==> src/rtl/pet_status_engine.sv <==
// Pet statistics engine: tick-based decay, feed/play/sleep actions, face selection
// and change notification for the LCD status display.
module pet_status_engine #(
  parameter int unsigned MAX_VALUE          = 5,
  parameter int unsigned NUM_FACES          = 9,
  parameter int unsigned TICK_MAX           = 50000000,
  parameter int unsigned DECAY_FOOD_TICKS   = 3,
  parameter int unsigned DECAY_JOY_TICKS    = 4,
  parameter int unsigned DECAY_ENERGY_TICKS = 5,
  parameter int unsigned FACE_HOLD_TICKS    = 2
) (
  input  logic                           clk,
  input  logic                           reset,
  input  logic                           btn_feed,
  input  logic                           btn_play,
  input  logic                           btn_sleep,
  output logic [$clog2(NUM_FACES)-1:0]   face,
  output logic [$clog2(MAX_VALUE)-1:0]   food_value,
  output logic [$clog2(MAX_VALUE)-1:0]   joy_value,
  output logic [$clog2(MAX_VALUE)-1:0]   energy_value,
  output logic                           sleeping,
  output logic                           dead,
  output logic                           status_changed
);

  localparam int unsigned SW   = $clog2(MAX_VALUE);
  localparam int unsigned WW   = SW + 2;
  localparam int unsigned FW   = $clog2(NUM_FACES);
  localparam int unsigned TW   = (TICK_MAX > 1) ? $clog2(TICK_MAX) : 1;
  localparam int unsigned DMAX = (DECAY_FOOD_TICKS > DECAY_JOY_TICKS) ?
                                 ((DECAY_FOOD_TICKS > DECAY_ENERGY_TICKS) ? DECAY_FOOD_TICKS : DECAY_ENERGY_TICKS) :
                                 ((DECAY_JOY_TICKS > DECAY_ENERGY_TICKS) ? DECAY_JOY_TICKS : DECAY_ENERGY_TICKS);
  localparam int unsigned CW   = $clog2(DMAX + 1);
  localparam int unsigned HW   = $clog2(FACE_HOLD_TICKS + 1);

  localparam logic [1:0] ST_AWAKE = 2'd0;
  localparam logic [1:0] ST_SLEEP = 2'd1;
  localparam logic [1:0] ST_DEAD  = 2'd2;

  logic [1:0]    state, state_n;
  logic [TW-1:0] tick_cnt;
  logic          tick_c;
  logic [CW-1:0] food_cnt, joy_cnt, energy_cnt, food_cnt_n, joy_cnt_n, energy_cnt_n;
  logic [CW:0]   food_step, joy_step, energy_step;
  logic [HW-1:0] hold_cnt, hold_n;
  logic          hold_eat, hold_eat_n;
  logic [SW-1:0] food_n, joy_n, energy_n;
  logic [1:0]    food_sub, joy_sub, energy_sub, food_add, joy_add, energy_add;
  logic [FW-1:0] face_n, face_q;
  logic [SW-1:0] food_q, joy_q, energy_q;
  logic          changed_c;

  // Advance a decay counter by one tick; MSB flags the wrap (a decrement is due).
  function automatic logic [CW:0] step_cnt(input logic [CW-1:0] c, input int unsigned lim);
    if (c == CW'(lim - 1)) return {1'b1, {CW{1'b0}}};
    return {1'b0, c + CW'(1)};
  endfunction

  // Combined add/subtract in a wider domain, clamped to 0..MAX_VALUE.
  function automatic logic [SW-1:0] sat_update(input logic [SW-1:0] v, input logic [1:0] sub,
                                               input logic [1:0] add);
    logic [WW-1:0] s;
    s = WW'(v) + WW'(add);
    s = (s > WW'(sub)) ? s - WW'(sub) : '0;
    if (s > WW'(MAX_VALUE)) s = WW'(MAX_VALUE);
    return s[SW-1:0];
  endfunction

  assign tick_c      = (tick_cnt == TW'(TICK_MAX - 1));
  assign food_step   = step_cnt(food_cnt, DECAY_FOOD_TICKS);
  assign joy_step    = step_cnt(joy_cnt, DECAY_JOY_TICKS);
  assign energy_step = step_cnt(energy_cnt, DECAY_ENERGY_TICKS);
  assign changed_c   = (face != face_q) || (food_value != food_q) ||
                       (joy_value != joy_q) || (energy_value != energy_q);

  // Next-state, stat update and face selection.
  always_comb begin
    state_n      = state;
    food_cnt_n   = food_cnt;
    joy_cnt_n    = joy_cnt;
    energy_cnt_n = energy_cnt;
    hold_n       = hold_cnt;
    hold_eat_n   = hold_eat;
    food_sub     = 2'd0;
    joy_sub      = 2'd0;
    energy_sub   = 2'd0;
    food_add     = 2'd0;
    joy_add      = 2'd0;
    energy_add   = 2'd0;
    face_n       = FW'(1);

    if (tick_c && (hold_cnt != '0)) hold_n = hold_cnt - HW'(1);

    case (state)
      ST_AWAKE: begin
        if ((food_value == '0) && (energy_value == '0)) begin
          state_n = ST_DEAD;
          hold_n  = '0;
        end else begin
          if (tick_c) begin
            food_cnt_n   = food_step[CW-1:0];
            joy_cnt_n    = joy_step[CW-1:0];
            energy_cnt_n = energy_step[CW-1:0];
            food_sub     = {1'b0, food_step[CW]};
            joy_sub      = {1'b0, joy_step[CW]};
            energy_sub   = {1'b0, energy_step[CW]};
          end
          if (btn_sleep) begin
            state_n = ST_SLEEP;
            hold_n  = '0;
          end else if (btn_feed) begin
            food_add   = 2'd2;
            hold_n     = HW'(FACE_HOLD_TICKS);
            hold_eat_n = 1'b1;
          end else if (btn_play && (energy_value != '0)) begin
            joy_add    = 2'd2;
            energy_sub = energy_sub + 2'd1;
            hold_n     = HW'(FACE_HOLD_TICKS);
            hold_eat_n = 1'b0;
          end
        end
      end
      ST_SLEEP: begin
        if (tick_c) begin
          food_cnt_n = food_step[CW-1:0];
          food_sub   = {1'b0, food_step[CW]};
          energy_add = 2'd1;
        end
        if (btn_sleep) state_n = ST_AWAKE;
      end
      default: ;
    endcase

    food_n   = sat_update(food_value, food_sub, food_add);
    joy_n    = sat_update(joy_value, joy_sub, joy_add);
    energy_n = sat_update(energy_value, energy_sub, energy_add);

    // Auto-wake once a sleeping tick tops energy up to the ceiling.
    if ((state == ST_SLEEP) && !btn_sleep && tick_c && (energy_n == SW'(MAX_VALUE)))
      state_n = ST_AWAKE;

    if (state == ST_DEAD)                                face_n = FW'(8);
    else if (state == ST_SLEEP)                          face_n = FW'(5);
    else if ((hold_cnt != '0) && hold_eat)               face_n = FW'(6);
    else if (hold_cnt != '0)                             face_n = FW'(7);
    else if (food_value <= SW'(1))                       face_n = FW'(2);
    else if (energy_value <= SW'(1))                     face_n = FW'(4);
    else if (joy_value <= SW'(1))                        face_n = FW'(3);
    else if ((food_value >= SW'(MAX_VALUE - 1)) && (joy_value >= SW'(MAX_VALUE - 1)) &&
             (energy_value >= SW'(MAX_VALUE - 1)))       face_n = FW'(0);
  end

  always_ff @(posedge clk) begin
    if (reset) begin
      state          <= ST_AWAKE;
      tick_cnt       <= '0;
      food_cnt       <= '0;
      joy_cnt        <= '0;
      energy_cnt     <= '0;
      hold_cnt       <= '0;
      hold_eat       <= 1'b0;
      food_value     <= SW'(MAX_VALUE);
      joy_value      <= SW'(MAX_VALUE);
      energy_value   <= SW'(MAX_VALUE);
      face           <= '0;
      sleeping       <= 1'b0;
      dead           <= 1'b0;
      status_changed <= 1'b0;
      face_q         <= '0;
      food_q         <= SW'(MAX_VALUE);
      joy_q          <= SW'(MAX_VALUE);
      energy_q       <= SW'(MAX_VALUE);
    end else begin
      state          <= state_n;
      tick_cnt       <= tick_c ? '0 : tick_cnt + TW'(1);
      food_cnt       <= food_cnt_n;
      joy_cnt        <= joy_cnt_n;
      energy_cnt     <= energy_cnt_n;
      hold_cnt       <= hold_n;
      hold_eat       <= hold_eat_n;
      food_value     <= food_n;
      joy_value      <= joy_n;
      energy_value   <= energy_n;
      face           <= face_n;
      sleeping       <= (state_n == ST_SLEEP);
      dead           <= (state_n == ST_DEAD);
      status_changed <= changed_c;
      face_q         <= face;
      food_q         <= food_value;
      joy_q          <= joy_value;
      energy_q       <= energy_value;
    end
  end

endmodule
==> config.mk <==
export PLATFORM = sky130hd
export DESIGN_NAME = pet_status_engine
export DESIGN_NICKNAME = d
export VERILOG_FILES = /design/src/rtl/pet_status_engine.sv
export SDC_FILE = /design/constraint.sdc
export NUM_CORES = 1
export LEC_CHECK = 0
export BUFFER_PORTS_ARGS = -buffer_cell sky130_fd_sc_hd__buf_2
export CAP_MARGIN = 20
export CELL_PAD_IN_SITES_DETAIL_PLACEMENT = 1
export CELL_PAD_IN_SITES_GLOBAL_PLACEMENT = 1
export CORE_MARGIN = 2
export CORE_UTILIZATION = 30
export CTS_BUF_LIST = sky130_fd_sc_hd__clkbuf_2 sky130_fd_sc_hd__clkbuf_4 sky130_fd_sc_hd__clkbuf_8
export CTS_CLUSTER_DIAMETER = 80
export DETAILED_ROUTE_END_ITERATION = 16
export PLACE_DENSITY = 0.57
export SLEW_MARGIN = 40
export SYNTH_ARGS = -nofsm -noshare
export SYNTH_HDL_FRONTEND = slang
export SYNTH_SLANG_ARGS = --single-unit
==> constraint.sdc <==
create_clock -name clk -period 4.95 [get_ports clk]
set_input_delay 0.7425 -clock clk [delete_from_list [all_inputs] [get_ports clk]]
set_output_delay 0.7425 -clock clk [all_outputs]
set_load 0.01 [all_outputs]
==> reports/metrics.cfg <==
[clocking]
cts-htree-levels=3
tritoncts=built
cts_resized=0
worstSkewPairLatency_ns=0.36
postCtsHoldBufs=0
cts_inserted_buffers=9
postCtsSetupBuffers=0
clockRootBuffer=clkbuf_8
clock_sinks=69
clkTransAtPathRegs_ns=0.08
clockBufferDepth=2

[setup_path]
worstPathCellList=ha_1, nand4_4, nor4_2, nand2_1, nor2_1, ha_1, ha_1, ha_1, nor2b_1, o21ai_0, o21ai_0, a311oi_1, and4b_1
critPathMaxStageDelay_ns=0.49
crit_buf_inv=0
cp.required_ns=5.26
path_delay_family=simple AND/OR/NAND/NOR gates
critPathMaxFanout=7
end_kind=flip-flop
start_kind=flip-flop
worst_path_most_repeated_cell=ha_1
crit_type=reg2reg
crit_arrival_ns=4.14
crit_slowest_cell=a311oi_1

[placed_design]
dp_slack_ns=1.11
dp_hpwl_um=5990
placed_cells=548
numPortBuffers=20
placed_area_sq_um=3780
place_congestion=0.738

[timing]
timing.slew.headroom=0.525
fin_crit_ns=3.83
fin_ws_ns=1.12
fmax_mhz=261
fin_skew_ns=0.0130
hold_slack_ns=0.462
hold_viol=0
fin_setup_tns_ns=0
tightest_slew_ns=0.712
post-route-period-util=0.774
setup-violations-final=0
slew_viol_final=0
rsz0062_at_grt=false

[run_status]
outcome=complete, no violations

[pwr]
p_leak_nw=1.61
combPwrFrac=0.053
seqPwrFrac=0.500
p_int_mw=0.881
powerDensity_nw_per_um2=286
ir_worst_vdd_v=0.000161
p_sw_mw=0.262
switching_share=0.229
power_mw=1.14
clockPowerShare=0.447

[yosys]
synth_nets=425
synth_most_common_cell=dfxtp_1
synth_enable_flop_cells=0
synth_commonest_cells=dfxtp_1 (69), nor2_1 (54), xor2_1 (23)
synth_area_leaders=dfxtp_1 (39%), ha_1 (7.0%), nor2_1 (5.7%)
synth_top_area_cell=dfxtp_1
synthArstFlopShare=0
synthDistinctLibCells=53
synth_area_per_cell_sq_um=8.90
synthCells=399
yosysSeqAreaShare=0.389
syn_area_sq_um=3550
ys_ff_latch=69
ys_warn_count=0
yosysTopAreaCellShare=0.389
synthFlopType=dfxtp_1

[routing]
wl_um=8260
vias=2809
ant_nets=0
drc=0
drtPass1Iterations=4
wl_per_cell_um=14.6
viasPerCell=4.98
drt-initial-drc-count=149

[floorplan]
initial_core_util=0.310
ios=21
die_area_sq_um=12700
core_area_sq_um=11500
die-height_um=113
die_w_um=113
row_count=39

[grt]
grt_pass1_vias=2924
grt_max_degree=41
grt_first_pass_wirelength_um=14200
grt-ovfl-total=0
grt_usage=0.141
antenna_found_initial=0

[min_path]
min_path_type=reg2reg

[finish]
design_area_sq_um=3990
layout-drive-gt1-share=0.131
antenna_cells=0
nNetsFinal=442
fin_util=0.348
areaGrowthSynthToFinish_pct=12.5
fin_cells=564

[job]
drv_cap=0

layout make-up:
class / instances / area (sq um)
Clock buffer: 11 / 139
Clock inverter: 5 / 75.1
Fill cell: 1334 / 7470
Inverter: 22 / 82.6
Multi-Input combinational cell: 294 / 2040
Sequential cell: 69 / 1380
Tap cell: 143 / 179
Timing Repair Buffer: 20 / 100
power by group through the flow:
stage / combinational, mW / clock, mW / sequential (mW)
floorplan: 0.0443 / 0 / 0.584
global placement: 0.0610 / 0 / 0.585
detailed placement: 0.0624 / 0 / 0.585
CTS: 0.0626 / 0.529 / 0.572
global route: 0.0698 / 0.557 / 0.574
finish: 0.0608 / 0.511 / 0.572
final timing paths:
kind / start / slack [ns] / depth (start not counted) / to
max: tick_cnt[0] / 1.12 / 13 / energy_value[1]
min: tick_cnt[0] / 0.46 / 1 / tick_cnt[0]
max reg2reg: tick_cnt[0] / 1.12 / 13 / energy_value[1]
min reg2reg: tick_cnt[0] / 0.46 / 1 / tick_cnt[0]
registers in the layout, indices dropped and copies added, names as in the netlist, 2 cells and up:
name          cells
joy_value         3
joy_q             3
state             2
face              4
energy_cnt        3
joy_cnt           3
energy_q          3
food_cnt          3
energy_value      3
face_q            4
food_value        3
tick_cnt         26
hold_cnt          2
food_q            3
per-layer routing:
| layer | vias to the layer above | part of all wire | global-route usage |
|---|---|---|---|
| met5 | - | 0 | 0 |
| met4 | 0 | 0.017 | 0.0537 |
| met3 | 10 | 0.022 | 0.0391 |
| met2 | 22 | 0.47 | 0.228 |
| met1 | 1366 | 0.49 | 0.179 |
| li1 | 1411 | - | - |
cell families (layout without fill, tap and decap cells):
| kind of cell | count (synthesis) | after routing | synth area share |
|---|---|---|---|
| muxes | 5 | 5 | 0.0144 |
| DFF | 69 | 69 | 0.389 |
| AOI/OAI and AO/OA | 51 | 51 | 0.0966 |
| xor gates and xnor gates | 42 | 42 | 0.107 |
| adders and majority gates | 22 | 22 | 0.0789 |
| and+or+nand+nor | 174 | 174 | 0.274 |
| buffers and inverters | 36 | 58 | 0.0395 |
cell usage in the layout (no fill, tap or decap), types with 15 or more instances in the layout:
cell type,netlist,final
xor2_1,23,23
nand2_1,20,20
xnor2_1,18,18
inv_1,22,22
nor2_1,54,54
buf_2,4,20
a21oi_1,15,15
ha_1,20,20
dfxtp_1,69,69
worst reg2reg max path: stages (launching register included):
cell and delay [ns]:
dfxtp_1 0.37, ha_1 0.26, nand4_4 0.18, nor4_2 0.40, nand2_1 0.24, nor2_1 0.16, ha_1 0.20, ha_1 0.27
ha_1 0.32, nor2b_1 0.17, o21ai_0 0.32, o21ai_0 0.13, a311oi_1 0.49, and4b_1 0.27
Power figures use the tool's default switching activity.
